File: src/rtl/mmu_pkg.sv
// mmu_pkg: shared MMU feeder types and the default array geometry used by the PE array.
package mmu_pkg;
   typedef enum logic [1:0] {IDLE, RUN, DRAIN} state_e;
   localparam int MMU_ROWS = 8;
   localparam int MMU_DATA_WIDTH = 16;
endpackage

File: src/rtl/mmu_act_skew_if.sv
// mmu_act_skew_if: activation input stream, skewed per-row outputs and pass status of the feeder.
interface mmu_act_skew_if
   import mmu_pkg::*;
#(
   parameter int ROWS = MMU_ROWS,
   parameter int DATA_WIDTH = MMU_DATA_WIDTH,
   parameter int CNT_WIDTH = 16
);
   logic start;
   logic in_valid;
   logic in_ready;
   logic [ROWS*DATA_WIDTH-1:0] in_data;
   logic in_last;
   logic [ROWS-1:0] act_en_out;
   logic [ROWS*DATA_WIDTH-1:0] act_out;
   logic busy;
   logic done;
   logic [CNT_WIDTH-1:0] vec_count;
   modport master (
      output start, in_valid, in_data, in_last,
      input in_ready, act_en_out, act_out, busy, done, vec_count
   );
   modport slave (
      input start, in_valid, in_data, in_last,
      output in_ready, act_en_out, act_out, busy, done, vec_count
   );
endinterface

File: src/rtl/mmu_act_fifo.sv
// mmu_act_fifo: synchronous FIFO; a push while full is refused even if a pop happens that cycle.
module mmu_act_fifo #(
   parameter int WIDTH = 1,
   parameter int DEPTH = 4
) (
   input  logic clk,
   input  logic rstn,
   input  logic push,
   input  logic pop,
   input  logic [WIDTH-1:0] wdata,
   output logic [WIDTH-1:0] rdata,
   output logic full,
   output logic empty
);
   localparam int AW = $clog2(DEPTH);
   logic [WIDTH-1:0] mem_q [DEPTH];
   logic [WIDTH-1:0] mem_d [DEPTH];
   logic [AW-1:0] wp_q, wp_d, rp_q, rp_d;
   logic [AW:0] cnt_q, cnt_d;
   logic do_push, do_pop;
   assign full = cnt_q == (AW+1)'(DEPTH);
   assign empty = cnt_q == '0;
   assign do_push = push && !full;
   assign do_pop = pop && !empty;
   assign rdata = mem_q[rp_q];
   always_comb begin
      mem_d = mem_q;
      if (do_push) mem_d[wp_q] = wdata;
      wp_d = do_push ? wp_q + AW'(1) : wp_q;
      rp_d = do_pop ? rp_q + AW'(1) : rp_q;
      cnt_d = cnt_q + (AW+1)'(do_push) - (AW+1)'(do_pop);
   end
   always_ff @(posedge clk) mem_q <= mem_d;
   always_ff @(posedge clk or negedge rstn)
      if (!rstn) begin
         wp_q <= '0;
         rp_q <= '0;
         cnt_q <= '0;
      end else begin
         wp_q <= wp_d;
         rp_q <= rp_d;
         cnt_q <= cnt_d;
      end
endmodule

File: src/rtl/mmu_act_skew.sv
// mmu_act_skew: buffers activation vectors and feeds them into the MMU with row r delayed r cycles.
// Define MMU_ACT_SKEW_PERF_EN to add the bubble_count port counting empty RUN cycles.
module mmu_act_skew
   import mmu_pkg::*;
#(
   parameter int ROWS = MMU_ROWS,
   parameter int DATA_WIDTH = MMU_DATA_WIDTH,
   parameter int FIFO_DEPTH = 4,
   parameter int CNT_WIDTH = 16
) (
   input logic clk,
   input logic rstn,
`ifdef MMU_ACT_SKEW_PERF_EN
   mmu_act_skew_if.slave io,
   output logic [CNT_WIDTH-1:0] bubble_count
`else
   mmu_act_skew_if.slave io
`endif
);
   localparam int W = ROWS*DATA_WIDTH;
   state_e state_q, state_d;
   logic [CNT_WIDTH-1:0] vec_count_q, vec_count_d;
   logic full, empty, pop, pass_start, fifo_last;
   logic [W-1:0] fifo_data;
   logic s0_en_q, s0_en_d, s0_last_q, s0_last_d;
   logic [W-1:0] s0_data_q, s0_data_d;
   logic [ROWS-1:0] row_en;
   logic [W-1:0] row_data;
   logic row_last;
   mmu_act_fifo #(.WIDTH(W+1), .DEPTH(FIFO_DEPTH)) u_fifo (
      .clk(clk),
      .rstn(rstn),
      .push(io.in_valid),
      .pop(pop),
      .wdata({io.in_last, io.in_data}),
      .rdata({fifo_last, fifo_data}),
      .full(full),
      .empty(empty)
   );
   assign pass_start = state_q == IDLE && io.start;
   assign pop = state_q == RUN && !empty;
   always_comb begin
      state_d = pass_start ? RUN
              : (pop && fifo_last) ? DRAIN
              : (state_q == DRAIN && io.done) ? IDLE : state_q;
      vec_count_d = pass_start ? '0
                  : (pop && vec_count_q != '1) ? vec_count_q + CNT_WIDTH'(1) : vec_count_q;
      s0_en_d = pop;
      s0_data_d = pop ? fifo_data : '0;
      s0_last_d = pop && fifo_last;
   end
   always_ff @(posedge clk or negedge rstn)
      if (!rstn) begin
         state_q <= IDLE;
         vec_count_q <= '0;
         s0_en_q <= 1'b0;
         s0_data_q <= '0;
         s0_last_q <= 1'b0;
      end else begin
         state_q <= state_d;
         vec_count_q <= vec_count_d;
         s0_en_q <= s0_en_d;
         s0_data_q <= s0_data_d;
         s0_last_q <= s0_last_d;
      end
   assign row_en[0] = s0_en_q;
   assign row_data[DATA_WIDTH-1:0] = s0_data_q[DATA_WIDTH-1:0];
   // Row r keeps only its own element slice through r extra stages; bubbles shift like data.
   for (genvar r = 1; r < ROWS; r++) begin : g_row
      logic [r-1:0] en_q, en_d;
      logic [DATA_WIDTH-1:0] dat_q [r];
      logic [DATA_WIDTH-1:0] dat_d [r];
      always_comb begin
         en_d[0] = s0_en_q;
         dat_d[0] = s0_data_q[r*DATA_WIDTH +: DATA_WIDTH];
         for (int k = 1; k < r; k++) begin
            en_d[k] = en_q[k-1];
            dat_d[k] = dat_q[k-1];
         end
      end
      always_ff @(posedge clk or negedge rstn)
         if (!rstn) begin
            en_q <= '0;
            dat_q <= '{default: '0};
         end else begin
            en_q <= en_d;
            dat_q <= dat_d;
         end
      assign row_en[r] = en_q[r-1];
      assign row_data[r*DATA_WIDTH +: DATA_WIDTH] = dat_q[r-1];
      if (r == ROWS-1) begin : g_last
         logic [r-1:0] last_q, last_d;
         always_comb begin
            last_d[0] = s0_last_q;
            for (int k = 1; k < r; k++) last_d[k] = last_q[k-1];
         end
         always_ff @(posedge clk or negedge rstn)
            if (!rstn) last_q <= '0;
            else last_q <= last_d;
         assign row_last = last_q[r-1];
      end
   end
   if (ROWS == 1) begin : g_one
      assign row_last = s0_last_q;
   end
   assign io.in_ready = !full;
   assign io.act_en_out = row_en;
   assign io.act_out = row_data;
   assign io.busy = state_q != IDLE;
   assign io.done = row_en[ROWS-1] && row_last;
   assign io.vec_count = vec_count_q;
`ifdef MMU_ACT_SKEW_PERF_EN
   logic [CNT_WIDTH-1:0] bubble_count_q, bubble_count_d;
   always_comb
      bubble_count_d = pass_start ? '0
                     : (state_q == RUN && empty && bubble_count_q != '1) ? bubble_count_q + CNT_WIDTH'(1)
                     : bubble_count_q;
   always_ff @(posedge clk or negedge rstn)
      if (!rstn) bubble_count_q <= '0;
      else bubble_count_q <= bubble_count_d;
   assign bubble_count = bubble_count_q;
`endif
endmodule

File: src/flat_wrapper.sv
// flat-port wrapper written by rule: the top's interface ports become plain ports
module mmu_act_skew_flat import mmu_pkg::*;
#(
   parameter int ROWS = MMU_ROWS,
   parameter int DATA_WIDTH = MMU_DATA_WIDTH,
   parameter int FIFO_DEPTH = 4,
   parameter int CNT_WIDTH = 16
)
  (clk, rstn, io_start, io_in_valid, io_in_data, io_in_last, io_in_ready, io_act_en_out, io_act_out, io_busy, io_done, io_vec_count);
  mmu_act_skew_if #(.ROWS(ROWS), .DATA_WIDTH(DATA_WIDTH), .CNT_WIDTH(CNT_WIDTH)) io_i ();
  input logic clk;
  input logic rstn;
  input wire logic [$bits(io_i.start)-1:0] io_start;
  input wire logic [$bits(io_i.in_valid)-1:0] io_in_valid;
  input wire logic [$bits(io_i.in_data)-1:0] io_in_data;
  input wire logic [$bits(io_i.in_last)-1:0] io_in_last;
  output wire logic [$bits(io_i.in_ready)-1:0] io_in_ready;
  output wire logic [$bits(io_i.act_en_out)-1:0] io_act_en_out;
  output wire logic [$bits(io_i.act_out)-1:0] io_act_out;
  output wire logic [$bits(io_i.busy)-1:0] io_busy;
  output wire logic [$bits(io_i.done)-1:0] io_done;
  output wire logic [$bits(io_i.vec_count)-1:0] io_vec_count;
  assign io_i.start = io_start;
  assign io_i.in_valid = io_in_valid;
  assign io_i.in_data = io_in_data;
  assign io_i.in_last = io_in_last;
  assign io_in_ready = io_i.in_ready;
  assign io_act_en_out = io_i.act_en_out;
  assign io_act_out = io_i.act_out;
  assign io_busy = io_i.busy;
  assign io_done = io_i.done;
  assign io_vec_count = io_i.vec_count;
  mmu_act_skew #(.ROWS(ROWS), .DATA_WIDTH(DATA_WIDTH), .FIFO_DEPTH(FIFO_DEPTH), .CNT_WIDTH(CNT_WIDTH)) u_core (.clk(clk), .rstn(rstn), .io(io_i));
endmodule
File: config.mk
export PLATFORM = sky130hd
export DESIGN_NAME = mmu_act_skew_flat
export DESIGN_NICKNAME = d
export VERILOG_FILES = /design/src/rtl/mmu_pkg.sv /design/src/rtl/mmu_act_skew_if.sv /design/src/rtl/mmu_act_fifo.sv /design/src/rtl/mmu_act_skew.sv /design/src/flat_wrapper.sv
export SDC_FILE = /design/constraint.sdc
export NUM_CORES = 1
export LEC_CHECK = 0
export BUFFER_PORTS_ARGS = -buffer_cell sky130_fd_sc_hd__buf_2
export CORE_MARGIN = 5
export CORE_UTILIZATION = 58
export CTS_CLUSTER_SIZE = 40
export DETAILED_ROUTE_END_ITERATION = 8
export HOLD_SLACK_MARGIN = 0.15
export PLACE_DENSITY = 0.81
export SLEW_MARGIN = 20
export SYNTH_ARGS = -nofsm -noshare
export SYNTH_HDL_FRONTEND = slang
export SYNTH_SLANG_ARGS = --single-unit
File: constraint.sdc
create_clock -name clk -period 5.55 [get_ports clk]
set_input_delay 1.11 -clock clk [delete_from_list [all_inputs] [get_ports clk]]
set_output_delay 1.11 -clock clk [all_outputs]
set_load 0.01 [all_outputs]
; Word level (Yosys, flattened, before mapping)
; Cells that the tools add are included.
[totals]
ram_bits = 0
mem_count = 0
latchBits = 0
inputBits = 133
rom_bits = 0
wordCells = 90
regBits = 1154
[op_classes]
eq_ne = 4
order_cmp = 3
reduce_logical = 16
n_mux = 12
shifts = 0
multipliers = 0
bitwise = 2
div_mod_pow = 0
n_addsub = 5
[op_table]
columns = op, n
row1 = 516-bit bitwise mux, 1
row2 = 129-bit two-way mux, 3
row3 = 129-bit binary-select mux with 2-bit select, 1
row4 = 129-bit demux with 2-bit select, 1
row5 = 128-bit two-way mux, 1
row6 = 16-bit two-way mux, 2
row7 = "16-bit by 1-bit adder with 16-bit output, second input constant", 1
row8 = "16-bit != test, second input constant", 1
row9 = 1-bit logical AND, 9
row10 = "3-bit >= comparator, second input constant", 2
row11 = 2-bit two-way mux, 3
row12 = 2-bit inverter with 3-bit output, 2
row13 = "2-bit by 1-bit adder with 2-bit output, second input constant", 2
row14 = 2-bit nonzero test, 2
row15 = 3-bit by 1-bit adder with 3-bit output, 1
row16 = "3-bit == test, second input constant", 1
row17 = 3-bit zero test, 1
row18 = "3-bit by 1-bit less-than comparator with 1-bit output, second input constant", 1
row19 = 3-bit nonzero test, 1
row20 = 3-bit by 1-bit subtractor with 3-bit output, 1
row21 = "2-bit by 1-bit == test with 1-bit output, second input constant", 1
row22 = "2-bit == test, second input constant", 1
row23 = 1-bit zero test, 2
row24 = 2-bit zero test, 1

; Longest topological paths before layout
[depth]
ltp_word = 7
ltp_mapped = 11
mapped_depth_nobuf = 10

; Cells and area by module
; From an unflattened synthesis, not the netlist that was laid out.
[hier_totals]
cells_unflattened = 1581
area_unflattened_um2 = 35894.4
[modules_own_cells]
columns = module, instances, seq_area_each_um2, cells_each, area_each_um2
row1 = mmu_act_fifo, 1, 15670.0, 716, 19080.8
row2 = mmu_act_skew, 1, 15264.6, 865, 16813.6

; Worst setup path before layout
; Ideal clock, no wire load.
[synth_timing]
kind = input-to-reg
from = input io_in_valid
to = register u_core.u_fifo.mem_q[0] (netlist name) (enable)
setup_slack_ps = 917
n_path_buf = 0
stages = 1
arrival_time_ps = 4129
required_ps = 5046
setup_time_ps = 504
cell_sequence = and3_1
[synth_between]
elab_chain_len = 1
[synth_lines]
columns = item, line
row1 = start: declaration, flat_wrapper.sv:14  ; input wire logic [$bits(io_i.in_valid)-1:0] io_in_valid;
row2 = 1-bit logical AND, mmu_act_fifo.sv:23  ; assign do_push = push && !full;
row3 = end signal: assignment, mmu_act_fifo.sv:33  ; always_ff @(posedge clk) mem_q <= mem_d;
row4 = end: declaration, mmu_act_fifo.sv:16  ; logic [WIDTH-1:0] mem_q [DEPTH];
; No other way between the ends.
; A chain may end at the register's enable or synchronous reset.

; Worst setup path in the final report
[layout_timing]
from = register u_core.state_q[1]
to = register u_core.vec_count_q[15], in the netlist u_core.io.vec_count[15]
[layout_between]
elab_chain_len = 4
word_cells_on_any_way = 7
classes_between = 1 x eq/ne / 1 x mux / 5 x reduce/logical
[layout_lines]
columns = item, line
row1 = start: declaration, mmu_act_skew.sv:21  ; state_e state_q, state_d;
row2 = start signal: assignment, mmu_act_skew.sv:60  ; state_q <= state_d;
row3 = 2-bit by 1-bit == test with 1-bit output, mmu_act_skew.sv:41  ; assign pop = state_q == RUN && !empty;
row4 = 1-bit logical AND, mmu_act_skew.sv:41
row5 = 1-bit logical AND, mmu_act_skew.sv:47  ; : (pop && vec_count_q != '1) ? vec_count_q + CNT_WIDTH'(1) : vec_count_q;
row6 = 2-bit nonzero test (no line), --
row7 = end signal: assignment, mmu_act_skew.sv:61  ; vec_count_q <= vec_count_d;
row8 = end: declaration, mmu_act_skew.sv:22  ; logic [CNT_WIDTH-1:0] vec_count_q, vec_count_d;
; Parallel ways exist; a longest one is shown, timed or not.

==> key figures <==
Synthesis
  – Syn nets: 1715
  – Count of different cell masters after synthesis: 39
  – YS warnings: 0
  – Top FF cell, synth: dfrtp_1
  – Sequential share of the synthesized area: 86.5%
  – Syn Inst Count: 1574
  – Compound-cell area share of the yosys netlist: 0.584%
  – Multiplexer area fraction after synthesis: 8.29%
  – FF+latch count, synth: 1133
  – Simple-gate share of the synthesized area: 3.18%
  – Largest family of logic cells by synthesized area: multiplexers
  – Synth Area in XOR/XNOR: 0.147%
  – Asr flop ratio synth: 54.5%
  – Number of synthesized flops with an enable pin: 516
  – Avg Inst Size Synth: 22.7 um2
  – Cell Area, Synth: 35800 um2
  – Post-Synth Adder-Cell Area: 0.301%

Setup path
  – CP top delay family: buffers and inverters
  – CP Launch Type: flip-flop
  – Slowest cell on crit path: buf_4
  – Cell breakdown of the critical path: inv_1 > o311ai_2 > buf_4 > inv_4 > buf_4 > a21oi_4 > a221o_1
  – Worst Path Arrival: 3360 ps
  – Worst path buffer plus inverter count: 4
  – Worst EP required: 6070 ps
  – Critical path peak fanout: 81
  – Most repeated library cell on the critical path: buf_4
  – Crit-path max cell delay: 780 ps
  – Crit end category: flip-flop
  – Critical path type: flip-flop to flip-flop

Global route
  – Largest net degree at the start of global routing: 161
  – Vias in the first global route: 17020
  – Initial antenna violation count: 24
  – Total GRT Usage: 20.9%
  – Sum of overflow across all layers after global routing: 0
  – First-pass GRT wire length: 104000 um

Timing
  – Fin. max-slew vios: 0
  – RSZ-0062 raised after global routing: false
  – Worst hold margin: 326 ps
  – # setup viols final: 0
  – Fin. Hold Viols: 0
  – Rel. slew slack: 40.0%
  – Worst Skew: 20.6 ps
  – Tcrit/Tclk final: 51.1%
  – Fin crit period: 2840 ps
  – Final WS setup: 2710 ps
  – Fmax: 352 MHz
  – Setup TNS Final: 0 ps
  – Worst-margin pin slew: 900 ps

Clock tree
  – Reg clk slew, reported paths: 60 ps
  – CTS max path bufs: 3
  – Max H-tree Level: 3
  – CTS tree: built
  – Cts hold-fix bufs: 0
  – Num Clock Sinks: 1133
  – CTS Root Cell: clkbuf_16
  – Post-CTS Resized: 0
  – Clock latency on the worst-skew pair: 650 ps
  – Cts bufs inserted: 105
  – # Post-CTS Setup Buffers: 0

Job
  – Max cap viols: 0

Floorplanning
  – Std cell rows: 91
  – Die Ht: 258 um
  – Effective utilization at floorplan: 58.3%
  – Core box area: 61400 um2
  – Die Footprint: 66800 um2
  – I/O pins: 288
  – Die Wd: 258 um

Placed design
  – HPWL after DPL: 37200 um
  – I/O Buffers: 287
  – Worst slack at placement: 2470 ps
  – RD Place Congestion: 0.739
  – Placed instance area: 38200 um2
  – Placed cells: 2607

Pwr
  – Comb pwr share: 14.1%
  – Sequential Power Share: 52.1%
  – P_sw: 5.26 mW
  – Switching Share: 24.8%
  – Final Power: 21.2 mW
  – P per Cell Area: 508 nW/um2
  – Clock power share: 33.8%
  – Worst IR Drop VDD: 0.352 mV
  – Int Pwr: 15.9 mW
  – Pleak: 18.0 nW

Drt
  – First-pass detailed-route iteration total: 5
  – Vias: 15358
  – Wire per inst: 24.0 um
  – DR DRC count: 0
  – Via density: 5.44
  – Antenna-violating nets left: 0
  – Iteration-0 DRC Markers: 985
  – Post-Route WL: 67700 um

Layout
  – Multi-input logic area: 4500 um2
  – Fill cell count: 3624
  – Area of all sequential standard cells: 30900 um2
  – Finished Layout Cells: 2822
  – Finished Cell Area: 41700 um2
  – Share of cells above drive strength 1: 30.5%
  – Final net count: 2065
  – Post-layout util: 68.0%
  – Area Growth Syn to Fin: 16.7%

Hold path
  – Hold crit path type: flip-flop to flip-flop

Status
  – Status: complete, no violations
-- layout make-up --
cell class | count | share of cell area [%]
diodes | 16 | 0.0959
clock buffers | 154 | 7.39
clock inverters | 45 | 1.09
inverters | 12 | 0.114
multi-input cells | 365 | 10.8
flip-flops and latches | 1133 | 74.1
well taps | 790 | 2.37
repair buffers | 307 | 4.06
-- synthesized netlist by cell type, types with 2 or more instances --
library cell	instances	area, um2
dfrtp_1	617	15400
edfxtp_1	516	15500
and2_1	132	826
mux4_2	129	2910
clkbuf_1	25	93.8
buf_4	18	135
buf_2	15	75.1
nand2_1	15	56.3
inv_1	11	41.3
nand3_1	9	45.0
nor3_1	8	40.0
nor4_1	8	50.1
ha_1	7	87.6
buf_1	6	22.5
a221o_1	5	50.1
xnor2_1	5	43.8
and3_1	4	25.0
mux2i_1	4	40.0
nand4_1	4	25.0
nor2_1	4	15.0
o21ai_0	4	20.0
a21oi_1	3	15.0
a31oi_1	3	18.8
o21a_1	3	22.5
mux2_2	2	22.5
nor4b_1	2	17.5
o21ai_1	2	10.0
o31ai_1	2	15.0
-- cell usage in the layout, fill, tap and decap left out, drive strengths merged, types with 8 or more instances in the layout --
master,n
and2,132
buf,307
clkbuf,154
clkinv,34
dfrtp,617
diode,16
edfxtp,516
inv,15
mux4,129
nand2,15
nand3,9
nor3,8
nor4,8
-- per-layer routing --
| layer | vias to the layer above | routed length (um) | track usage [%] | part of all wire [%] |
|---|---|---|---|---|
| met1 | 8169 | 25400 | 26.5 | 38 |
| met5 | - | 80 | 0 | 0.12 |
| li1 | 6531 | - | - | - |
| met4 | 12 | 2200 | 7.88 | 3.3 |
| met3 | 138 | 4550 | 5.46 | 6.7 |
| met2 | 508 | 35400 | 35.4 | 52 |
-- state kept, by name, summed over array words and instances (netlist names), 3 cells and up --
name                        flops
u_core.u_fifo.mem_q           516
u_core.g_row.dat_d            336
u_core.io.act_out              96
u_core.g_row.g_last.last_q      7
u_core.g_row.dat_q             16
u_core.g_row.en_q               7
u_core.u_fifo.cnt_q             3
u_core.io.vec_count            16
u_core.s0_data_q              128
-- power by group through the flow --
stage          Sequential [mW]  Clock [mW]  Combinational [mW]
2_1_floorplan             11.0           0                2.08
3_5_place_dp              11.2           0                3.02
3_3_place_gp              11.0           0                2.92
6_report                  11.0        7.16                2.99
5_1_grt                   11.2        7.70                3.22
4_1_cts                   11.1        7.32                3.06
-- kinds of logic (layout without fill, tap and decap cells) --
kind of cell | Yosys count | count (layout)
AO/OA/AOI/OAI | 27 | 27
XOR/XNOR | 6 | 6
adder cells (fa/ha/maj) | 8 | 8
buffers and inverters | 76 | 518
flip-flops | 1133 | 1133
multiplexers | 135 | 135
other | 0 | 16
AND/OR/NAND/NOR | 189 | 189
-- worst paths after layout --
kind | from | endpoint | slack, ps | cells after the start
setup / recovery | u_core.state_q[1] | u_core.io.vec_count[15] | 2710 | 7
hold / removal | u_core.g_row[6].dat_d[24] | u_core.g_row[6].dat_d[8] | 330 | 0
setup reg to reg | u_core.state_q[1] | u_core.io.vec_count[15] | 2710 | 7
hold reg to reg | u_core.g_row[6].dat_d[24] | u_core.g_row[6].dat_d[8] | 330 | 0
max in group asynchronous | rstn | u_core.g_row[6].dat_d[71] | 3680 | 2
min in group asynchronous | rstn | u_core.g_row[1].dat_q[15] | 490 | 1
(Power assumes the default switching activity.)
